$ cat src/rtl/exc_recovery_ctrl.sv
`timescale 1ns/1ps
// exc_recovery_ctrl
// Exception recovery sequencer between commit and the pipeline front end.
// An exception at the ROB head starts a fixed sequence:
// flush -> drain -> rename restore -> fetch redirect -> resume.
//
// Optional feature macro: EXC_VECTORED_EN
//   defined     : interrupts taken with mtvec[0]=1 jump to base + cause*4
//   not defined : the trap target is always the mtvec base (mtvec[0] ignored)
//
// Ports:
//   clk, rst_n      clock; synchronous active-low reset
//   exc_valid       exception reported at ROB head (accepted only in IDLE)
//   exc_pc          PC of the faulting instruction
//   exc_cause       5-bit exception code
//   exc_intr        event is an interrupt
//   mtvec           trap vector CSR (bit 0 = vectored mode)
//   fu_busy         per-FU in-flight indicator
//   mem_busy        store buffer / LSU still draining
//   restore_done    rename map restore complete
//   redirect_ready  fetch accepts the redirect
//   exc_flush       one-cycle flush pulse
//   rename_restore  level request while restoring the rename map
//   redirect_valid  fetch redirect request
//   redirect_pc     trap target
//   resume          one-cycle resume pulse
//   mepc, mcause    captured faulting PC and cause (MSB = interrupt)
//   busy            high whenever the sequencer is not idle
//   timeout_err     sticky drain-timeout flag, cleared only by reset
module exc_recovery_ctrl #(
  parameter int unsigned XLEN          = 32,
  parameter int unsigned N_FU          = 4,
  parameter int unsigned DRAIN_TIMEOUT = 255
) (
  input  logic            clk,
  input  logic            rst_n,
  input  logic            exc_valid,
  input  logic [XLEN-1:0] exc_pc,
  input  logic [4:0]      exc_cause,
  input  logic            exc_intr,
  input  logic [XLEN-1:0] mtvec,
  input  logic [N_FU-1:0] fu_busy,
  input  logic            mem_busy,
  input  logic            restore_done,
  input  logic            redirect_ready,
  output logic            exc_flush,
  output logic            rename_restore,
  output logic            redirect_valid,
  output logic [XLEN-1:0] redirect_pc,
  output logic            resume,
  output logic [XLEN-1:0] mepc,
  output logic [XLEN-1:0] mcause,
  output logic            busy,
  output logic            timeout_err
);

  localparam int unsigned CNT_W   = 16;
  localparam int unsigned CAUSE_W = 5;

  typedef enum logic [2:0] {
    S_IDLE     = 3'd0,
    S_FLUSH    = 3'd1,
    S_DRAIN    = 3'd2,
    S_RESTORE  = 3'd3,
    S_REDIRECT = 3'd4,
    S_RESUME   = 3'd5
  } state_t;

  state_t             r_state;
  state_t             w_state_nxt;
  logic [CNT_W-1:0]   r_drain_cnt;
  logic [CNT_W-1:0]   w_cnt_inc;
  logic               w_drain_idle;
  logic               w_drain_expired;
  logic               w_timeout_set;
  logic               w_accept;
  logic [XLEN-1:0]    w_base;
  logic [XLEN-1:0]    w_target;
  logic               w_unused;

  // Drain is complete once no FU or memory activity remains
  assign w_drain_idle    = (fu_busy == '0) && !mem_busy;
  assign w_cnt_inc       = r_drain_cnt + CNT_W'(1);
  // The counter holds the number of completed stalled DRAIN cycles, so
  // comparing its incremented value exits after exactly DRAIN_TIMEOUT cycles
  assign w_drain_expired = (w_cnt_inc == CNT_W'(DRAIN_TIMEOUT));
  assign w_accept        = (r_state == S_IDLE) && exc_valid;

  // Trap target: base address with the mode bits cleared
  assign w_base = {mtvec[XLEN-1:2], 2'b00};

`ifdef EXC_VECTORED_EN
  logic [XLEN-1:0] w_vec_off;
  assign w_vec_off = XLEN'({exc_cause, 2'b00});
  assign w_target  = (mtvec[0] && exc_intr) ? (w_base + w_vec_off) : w_base;
`else
  assign w_target  = w_base;
`endif

  // Low mode bits of mtvec are not part of the target address
  assign w_unused = ^mtvec[1:0];

  // State register
  always_ff @(posedge clk) begin
    if (!rst_n) begin
      r_state <= S_IDLE;
    end else begin
      r_state <= w_state_nxt;
    end
  end

  // Next-state logic
  always_comb begin
    w_state_nxt   = r_state;
    w_timeout_set = 1'b0;
    case (r_state)
      S_IDLE: begin
        if (exc_valid) begin
          w_state_nxt = S_FLUSH;
        end
      end
      S_FLUSH: begin
        w_state_nxt = S_DRAIN;
      end
      S_DRAIN: begin
        if (w_drain_idle) begin
          w_state_nxt = S_RESTORE;
        end else if (w_drain_expired) begin
          w_state_nxt   = S_RESTORE;
          w_timeout_set = 1'b1;
        end
      end
      S_RESTORE: begin
        if (restore_done) begin
          w_state_nxt = S_REDIRECT;
        end
      end
      S_REDIRECT: begin
        // redirect_valid is asserted throughout this state, so the
        // handshake completes on redirect_ready alone
        if (redirect_ready) begin
          w_state_nxt = S_RESUME;
        end
      end
      S_RESUME: begin
        w_state_nxt = S_IDLE;
      end
      default: begin
        w_state_nxt = S_IDLE;
      end
    endcase
  end

  // Drain cycle counter, cleared on the way into DRAIN
  always_ff @(posedge clk) begin
    if (!rst_n) begin
      r_drain_cnt <= '0;
    end else if (r_state == S_FLUSH) begin
      r_drain_cnt <= '0;
    end else if (r_state == S_DRAIN) begin
      r_drain_cnt <= w_cnt_inc;
    end
  end

  // Exception capture; values hold until the next accepted exception
  always_ff @(posedge clk) begin
    if (!rst_n) begin
      mepc        <= '0;
      mcause      <= '0;
      redirect_pc <= '0;
    end else if (w_accept) begin
      mepc        <= exc_pc;
      mcause      <= {exc_intr, {(XLEN-CAUSE_W-1){1'b0}}, exc_cause};
      redirect_pc <= w_target;
    end
  end

  // Control outputs registered from the next state so each one is
  // aligned with the state it belongs to
  always_ff @(posedge clk) begin
    if (!rst_n) begin
      exc_flush      <= 1'b0;
      rename_restore <= 1'b0;
      redirect_valid <= 1'b0;
      resume         <= 1'b0;
      busy           <= 1'b0;
      timeout_err    <= 1'b0;
    end else begin
      exc_flush      <= (w_state_nxt == S_FLUSH);
      rename_restore <= (w_state_nxt == S_RESTORE);
      redirect_valid <= (w_state_nxt == S_REDIRECT);
      resume         <= (w_state_nxt == S_RESUME);
      busy           <= (w_state_nxt != S_IDLE);
      timeout_err    <= timeout_err | w_timeout_set;
    end
  end

endmodule
$ cat config.mk
export PLATFORM = sky130hd
export DESIGN_NAME = exc_recovery_ctrl
export DESIGN_NICKNAME = d
export VERILOG_FILES = /design/src/rtl/exc_recovery_ctrl.sv
export SDC_FILE = /design/constraint.sdc
export NUM_CORES = 1
export LEC_CHECK = 0
export CORE_ASPECT_RATIO = 0.9
export CORE_UTILIZATION = 37
export DETAILED_ROUTE_END_ITERATION = 10
export GPL_ROUTABILITY_DRIVEN = 0
export PLACE_DENSITY_LB_ADDON = 0.05
export SYNTH_ARGS = -nofsm -noshare
export SYNTH_HDL_FRONTEND = slang
export SYNTH_SLANG_ARGS = --single-unit
$ cat constraint.sdc
create_clock -name clk -period 1.6 [get_ports clk]
set_input_delay 0.24 -clock clk [delete_from_list [all_inputs] [get_ports clk]]
set_output_delay 0.24 -clock clk [all_outputs]
set_load 0.01 [all_outputs]
==> flow_summary_export.csv, run 1 <==
group,metric,value,unit
outcome,status,"finished with violations",
outcome,violations,"negative setup slack",
placed_design,pre_cts_ws,-0.110,ns
flow_run,cap_viol_max_count,0,
sta,clock_skew,0.00599,ns
sta,tns,-0.451,ns
pwr,power_frac_comb,17.2,%
sta,setup_viol,4,
grt,grt.overflow.total,0,
grt,grt_usage,18.6,%
setup_path,critical_path_class,"reg2reg",
synth,synth_fa_ha_area_share,0.651,%
final_layout,diodes,0,
clock_network,clock-root-buffer,"clkbuf_16",
synth,ys.warnings.count,0,
clock_network,htreeDepth,3,
synth,synth_commonest_cells,"nand2_1, dfxtp_1, a21oi_1, buf_4, nor2_1",
clock_network,insertion_delay,0.33,ns
clock_network,clockBufferDepth,2,
route,drc,0,
pwr,p_leak,2.35,nW
synth,synth_cell_type_count,42,
die,die-area,10800,um^2
final_layout,areaGrowthSynthToFinish,58.0,%
clock_network,cts_hold_buf,0,
setup_path,critPathTopFamily,"simple AND/OR/NAND/NOR gates",
synth,synth-xor-area-share,3.87,%
pwr,sw_frac_of_total,24.4,%
grt,grt_pass1_wl,15900,um
synth,synth-edff-count,0,
die,ios,182,
pwr,seqPwrFrac,43.7,%
pwr,ir_worst_vdd,0.945,mV
pwr,power,5.77,mW
synth,synthCells,484,
final_layout,finalNetCount,738,
synth,yosysTopAreaCellShare,48.4,%
setup_path,worstPathCellList,"nand4_1 -> buf_4 -> nor4_4 -> xor2_1 -> a221oi_4 -> a31oi_4 -> nor2b_1",
die,die_h,98.7,um
sta,max_clock_freq,581,MHz
synth,synth_compound_area_share,12.9,%
synth,synth_area_per_cell,7.95,um^2
clock_network,cts.sinks,93,
setup_path,cp_max_fo,4,
synth,synth.largest_area_cell,"dfxtp_1",
synth,seq_area_frac_synth,48.4,%
synth,synth_area,3850,um^2
pwr,p_int,4.36,mW
sta,post-route-min-period,1.72,ns
sta,layout_setup_ws,-0.122,ns
synth,synth_ff_type,"dfxtp_1",
die,fp.dieW,109,um
final_layout,drive_gt1_share,13.3,%
die,core,9870,um^2
synth,synth_top_family_by_area,"simple AND/OR/NAND/NOR gates",
clock_network,cts_tree,"done",
synth,synthMuxAreaShare,0.260,%
sta,slew_violations,0,
sta,rsz0062_at_grt,"yes",
synth,synth_most_common_cell,"nand2_1",
grt,grt_max_degree,70,
sta,fin_crit_sh,108,%
clock_network,numCtsBuffers,9,
setup_path,crit_slowest_cell,"dfxtp_1",
setup_path,required,1.82,ns
synth,ys_top_cells_by_area,"dfxtp_1, nand2_1, a21oi_1",
setup_path,worst_setup_path_end_kind,"flip-flop",
setup_path,start_kind,"flip-flop",
sta,final_hold_viol_count,0,
synth,synth-simple-area-share,24.4,%
placed_design,port_buffers,151,
route,first_iter_violations,150,
route,wire_per_inst,13.0,um
die,initial_core_util,39.0,%
route,first_pass_iters,4,
placed_design,dp_hpwl,7110,um
grt,antenna_found_initial,0,
final_layout,multiInputGateArea,1860,um^2
pwr,power_frac_clock,39.2,%
worst_hold_path,min_path_type,"in2reg",
clock_network,clk_pin_slew,0.07,ns
pwr,power_switching,1.41,mW
route,vias,3654,
synth,synthArstFlopShare,0,%
final_layout,fillers,860,
die,fp-row-count,34,
synth,synth-seq-cells,93,
route,final_antenna_net_count,0,
setup_path,cp.arrival,1.94,ns
pwr,power_density,949,nW/um^2
setup_path,critPathMaxStageDelay,0.39,ns
final_layout,layout.area.seq,1870,um^2
route,wirelength,10200,um
route,vias_per_cell,4.64,
grt,grt_pass1_vias,3459,
setup_path,path_buf_inv,1,
[worst reg2reg max path, cell delays in order, from the launching register on]
cell and delay [ns]:
dfxtp_1 0.39, nand4_1 0.15, buf_4 0.18, nor4_4 0.25, xor2_1 0.29, a221oi_4 0.08, a31oi_4 0.22, nor2b_1 0.06
[flip-flops by register name, indices dropped and copies added, names as in the netlist]
register	cells
busy	1
exc_flush	1
mcause	6
mepc	32
r_drain_cnt	16
r_state	3
redirect_pc	30
redirect_valid	1
rename_restore	1
resume	1
timeout_err	1
[power by group through the flow]
| stage | Sequential, mW | Clock, mW | Combinational (mW) |
|---|---|---|---|
| after global placement | 2.57 | 0 | 0.974 |
| after detailed placement | 2.57 | 0 | 0.986 |
| after global routing | 2.54 | 2.41 | 1.09 |
| after floorplan | 2.63 | 0 | 0.401 |
| final | 2.52 | 2.26 | 0.990 |
| after CTS | 2.52 | 2.32 | 0.992 |
[final timing paths]
path | start | to | slack [ns] | cells past startpoint
max | r_drain_cnt[7]$_SDFFE_PP0P_ | rename_restore$_SDFF_PN0_ | -0.12 | 7
max reg2reg | r_drain_cnt[7]$_SDFFE_PP0P_ | rename_restore$_SDFF_PN0_ | -0.12 | 7
min | exc_pc[8] | mepc[8]$_SDFFE_PN0P_ | 0.45 | 3
min reg2reg | redirect_pc[10]$_SDFFE_PN0P_ | redirect_pc[10]$_SDFFE_PN0P_ | 0.45 | 2
[cell families after synthesis]
family / after synthesis
AOI/OAI and AO/OA: 92
xor gates and xnor gates: 17
adders and majority gates: 2
buffers and inverters: 62
DFF: 93
muxes: 1
other: 1
and+or+nand+nor: 216
[cell usage in the layout, fill, tap and decap left out, types with 2 or more instances in the layout]
cell type,count
a211oi_1,2
a21oi_1,73
a41oi_1,2
and3_1,2
buf_12,3
buf_4,38
bufinv_16,2
clkbuf_1,2
clkbuf_16,9
clkdlybuf4s50_1,151
clkinvlp_4,2
conb_1,28
dfxtp_1,85
dfxtp_2,7
inv_1,3
nand2_1,147
nand2_2,2
nand2b_1,2
nand3_1,7
nand4_1,5
nor2_1,23
nor2_2,2
nor2b_1,3
nor3_1,2
o21ai_0,4
or3_1,6
xnor2_1,6
xor2_1,11
[metrics by stage]
stage               cell area [um^2]  utilization, %  hold slack [ns]  std cells
finish                          6080            61.6            0.447        787
global route                    6080            61.6            0.449        787
CTS                             5960            60.4            0.438        784
detailed placement              5620            57.0            0.446        768
global placement                5620            57.0            0.441        768
floorplan                       3970               -            0.369        511
[cell type report]
| cell class | count | area share [%] |
|---|---|---|
| Sequential cell | 93 | 30.8 |
| Inverter | 4 | 0.247 |
| Tap cell | 126 | 2.59 |
| Multi-Input combinational cell | 356 | 30.6 |
| Clock buffer | 11 | 3.83 |
| Timing Repair Buffer | 192 | 30.6 |
| Clock inverter | 5 | 1.38 |
[routing by layer]
| metal | vias to the layer above | track usage [%] | share of wire (%) |
|---|---|---|---|
| li1 | 1875 | - | - |
| met1 | 1637 | 21.1 | 41 |
| met2 | 127 | 32.0 | 48 |
| met3 | 15 | 7.41 | 8.5 |
| met4 | 0 | 5.23 | 1.6 |
| met5 | - | 0 | 0 |
[timing repair]
item / CTS / global route
setup buffers: 0 / 3
pin swaps: 2 / 8
resized for setup: 6 / 21
setup endpoints to repair: 4 / 13
Power figures use the tool's default switching activity.
==> run 2, diff against run 1 <==
--- a/config.mk
+++ b/config.mk
@@ -6,6 +6,7 @@
 export NUM_CORES = 1
 export LEC_CHECK = 0
 export CORE_ASPECT_RATIO = 0.9
+export CORE_MARGIN = 10
 export CORE_UTILIZATION = 37
 export DETAILED_ROUTE_END_ITERATION = 10
 export GPL_ROUTABILITY_DRIVEN = 0
==> flow_summary_export.csv, run 2 (synthesized netlist as in run 1, its figures left out) <==
group,metric,value,unit
grt,grt_pass1_vias,3552,
route,wire_per_inst,14.6,um
route,first_pass_iters,4,
clock_network,cts.sinks,93,
sta,setup_viol,4,
grt,antenna_found_initial,0,
clock_network,numCtsBuffers,9,
final_layout,largest_register_ffs,32,
clock_network,clock-root-buffer,"clkbuf_16",
final_layout,layout.area.seq,1880,um^2
grt,grt.overflow.total,0,
die,core,10200,um^2
sta,fin_crit_sh,104,%
pwr,seqPwrFrac,45.4,%
final_layout,areaGrowthSynthToFinish,57.7,%
route,wl_met1,4630,um
route,first_iter_violations,148,
setup_path,crit_slowest_cell,"dfxtp_4",
setup_path,cp_max_fo,5,
pwr,power,5.56,mW
sta,hold_slack,0.452,ns
die,fp-row-count,35,
final_layout,diodes,0,
setup_path,worstPathCellList,"ha_4 -> nand2b_4 -> o32a_1 -> o21ai_1 -> and4bb_2 -> a31oi_4 -> nor2b_1",
setup_path,cp.arrival,1.92,ns
route,routed-wl-met3,1280,um
placed_design,port_buffers,151,
final_layout,fillers,905,
pwr,ir_worst_vdd,0.649,mV
die,die_h,117,um
sta,rsz0062_at_grt,"yes",
grt,grt_pass1_wl,18100,um
route,wl_met2,5490,um
sta,clock_skew,0.00485,ns
setup_path,worst_setup_path_end_kind,"flip-flop",
final_layout,multiInputGateArea,1840,um^2
placed_design,dp_hpwl,8670,um
setup_path,critPathMaxStageDelay,0.36,ns
final_layout,postLayoutCoreUtil,59.4,%
sta,slew_violations,0,
route,top_layer,"met4",
setup_path,critical_path_class,"reg2reg",
pwr,power_switching,1.38,mW
final_layout,finalNetCount,739,
worst_hold_path,min_from,"exc_pc[8]",
sta,final_hold_viol_count,0,
pwr,sw_frac_of_total,24.8,%
grt,grt_max_degree,54,
outcome,status,"finished with violations",
sta,max_clock_freq,603,MHz
final_layout,drive_gt1_share,13.5,%
die,ios,182,
clock_network,insertion_delay,0.33,ns
clock_network,cts_tree,"done",
route,wirelength,11500,um
clock_network,htreeDepth,3,
pwr,power_frac_clock,36.4,%
die,fp.dieW,127,um
setup_path,start_kind,"flip-flop",
setup_path,crit_path_start,"r_drain_cnt[1]$_SDFFE_PP0P_",
setup_path,path_buf_inv,0,
setup_path,r2r_slack,-0.06,ns
pwr,p_int,4.18,mW
route,vias_per_cell,4.61,
worst_hold_path,min_path_type,"in2reg",
setup_path,critPathTopFamily,"simple AND/OR/NAND/NOR gates",
die,die-area,14900,um^2
sta,layout_setup_ws,-0.0574,ns
final_layout,layout_common_cells,"clkdlybuf4s50_1, nand2_1, dfxtp_1",
route,final_antenna_net_count,0,
clock_network,clockBufferDepth,2,
pwr,power_frac_comb,18.2,%
setup_path,r2r_start,"r_drain_cnt[1]$_SDFFE_PP0P_",
sta,post-route-min-period,1.66,ns
pwr,p_leak,2.32,nW
route,vias,3634,
final_layout,final_common_cell,"clkdlybuf4s50_1",
placed_design,post_dp_cell_area,5670,um^2
final_layout,reg_top3,"mepc x32, redirect_pc x30, r_drain_cnt x16",
setup_path,required,1.86,ns
grt,grt_usage,15.0,%
flow_run,cap_viol_max_count,0,
outcome,violations,"negative setup slack",
final_layout,regMostFlops,"mepc",
pwr,power_density,916,nW/um^2
clock_network,clk_pin_slew,0.06,ns
die,initial_core_util,37.7,%
final_layout,final_area,6060,um^2
placed_design,pre_cts_ws,-0.155,ns
route,drc,0,
## run 2: cell count changes in the layout (fill, tap and decap cells not counted), sizes merged
cell | previous run | this run
buf | 41 | 42
bufinv | 2 | 1
clkbuf | 11 | 9
clkinv | 0 | 4
clkinvlp | 2 | 0
inv | 5 | 4
## run 2: power groups by stage
stage                     Sequential, mW  Combinational, mW  Clock, mW
final                               2.52               1.01       2.02
after detailed placement            2.58               1.01          0
after floorplan                     2.63              0.401          0
after global placement              2.57               1.00          0
after global routing                2.54               1.11       2.19
after CTS                           2.53               1.02       2.10
## run 2: path summary, 6_finish.rpt
check / depth (start not counted) / endpoint
max reg2reg: 7 / rename_restore$_SDFF_PN0_
max: 7 / rename_restore$_SDFF_PN0_
min: 3 / mepc[8]$_SDFFE_PN0P_
min reg2reg: 2 / mepc[11]$_SDFFE_PN0P_
## run 2: area by class of cell
class	instances	share of cell area, %
inverter	4	0.248
timing repair buffer	193	31.2
clock buffer	9	3.71
multi-input combinational	356	30.3
sequential	93	31.1
clock inverter	5	0.887
tap	129	2.66
## run 2: per-layer routing
metal,GRT usage [%],vias up
li1,-,1874
met1,16.2,1626
met2,24.5,123
met3,8.48,11
met4,4.70,0
met5,0,-
## run 2: worst reg2reg max path: stages, from the launching register on
cell and delay (ns):
dfxtp_4 0.36, ha_4 0.18, nand2b_4 0.13, o32a_1 0.27, o21ai_1 0.12, and4bb_2 0.30, a31oi_4 0.11, nor2b_1 0.12
## run 2: repair_timing
item                       4_1_cts  5_1_grt
gates resized for setup         22        5
setup endpoints to repair        5       21
hold buffers                     0        0
buffers inserted                 1        1
pin swaps                        7        4
## run 2: per-stage QoR
stage,cells,setup TNS (ns)
CTS,788,-0.228
global route,789,-0.588
floorplan,511,0
detailed placement,773,-5.36
finish,789,-0.192
global placement,773,-3.36
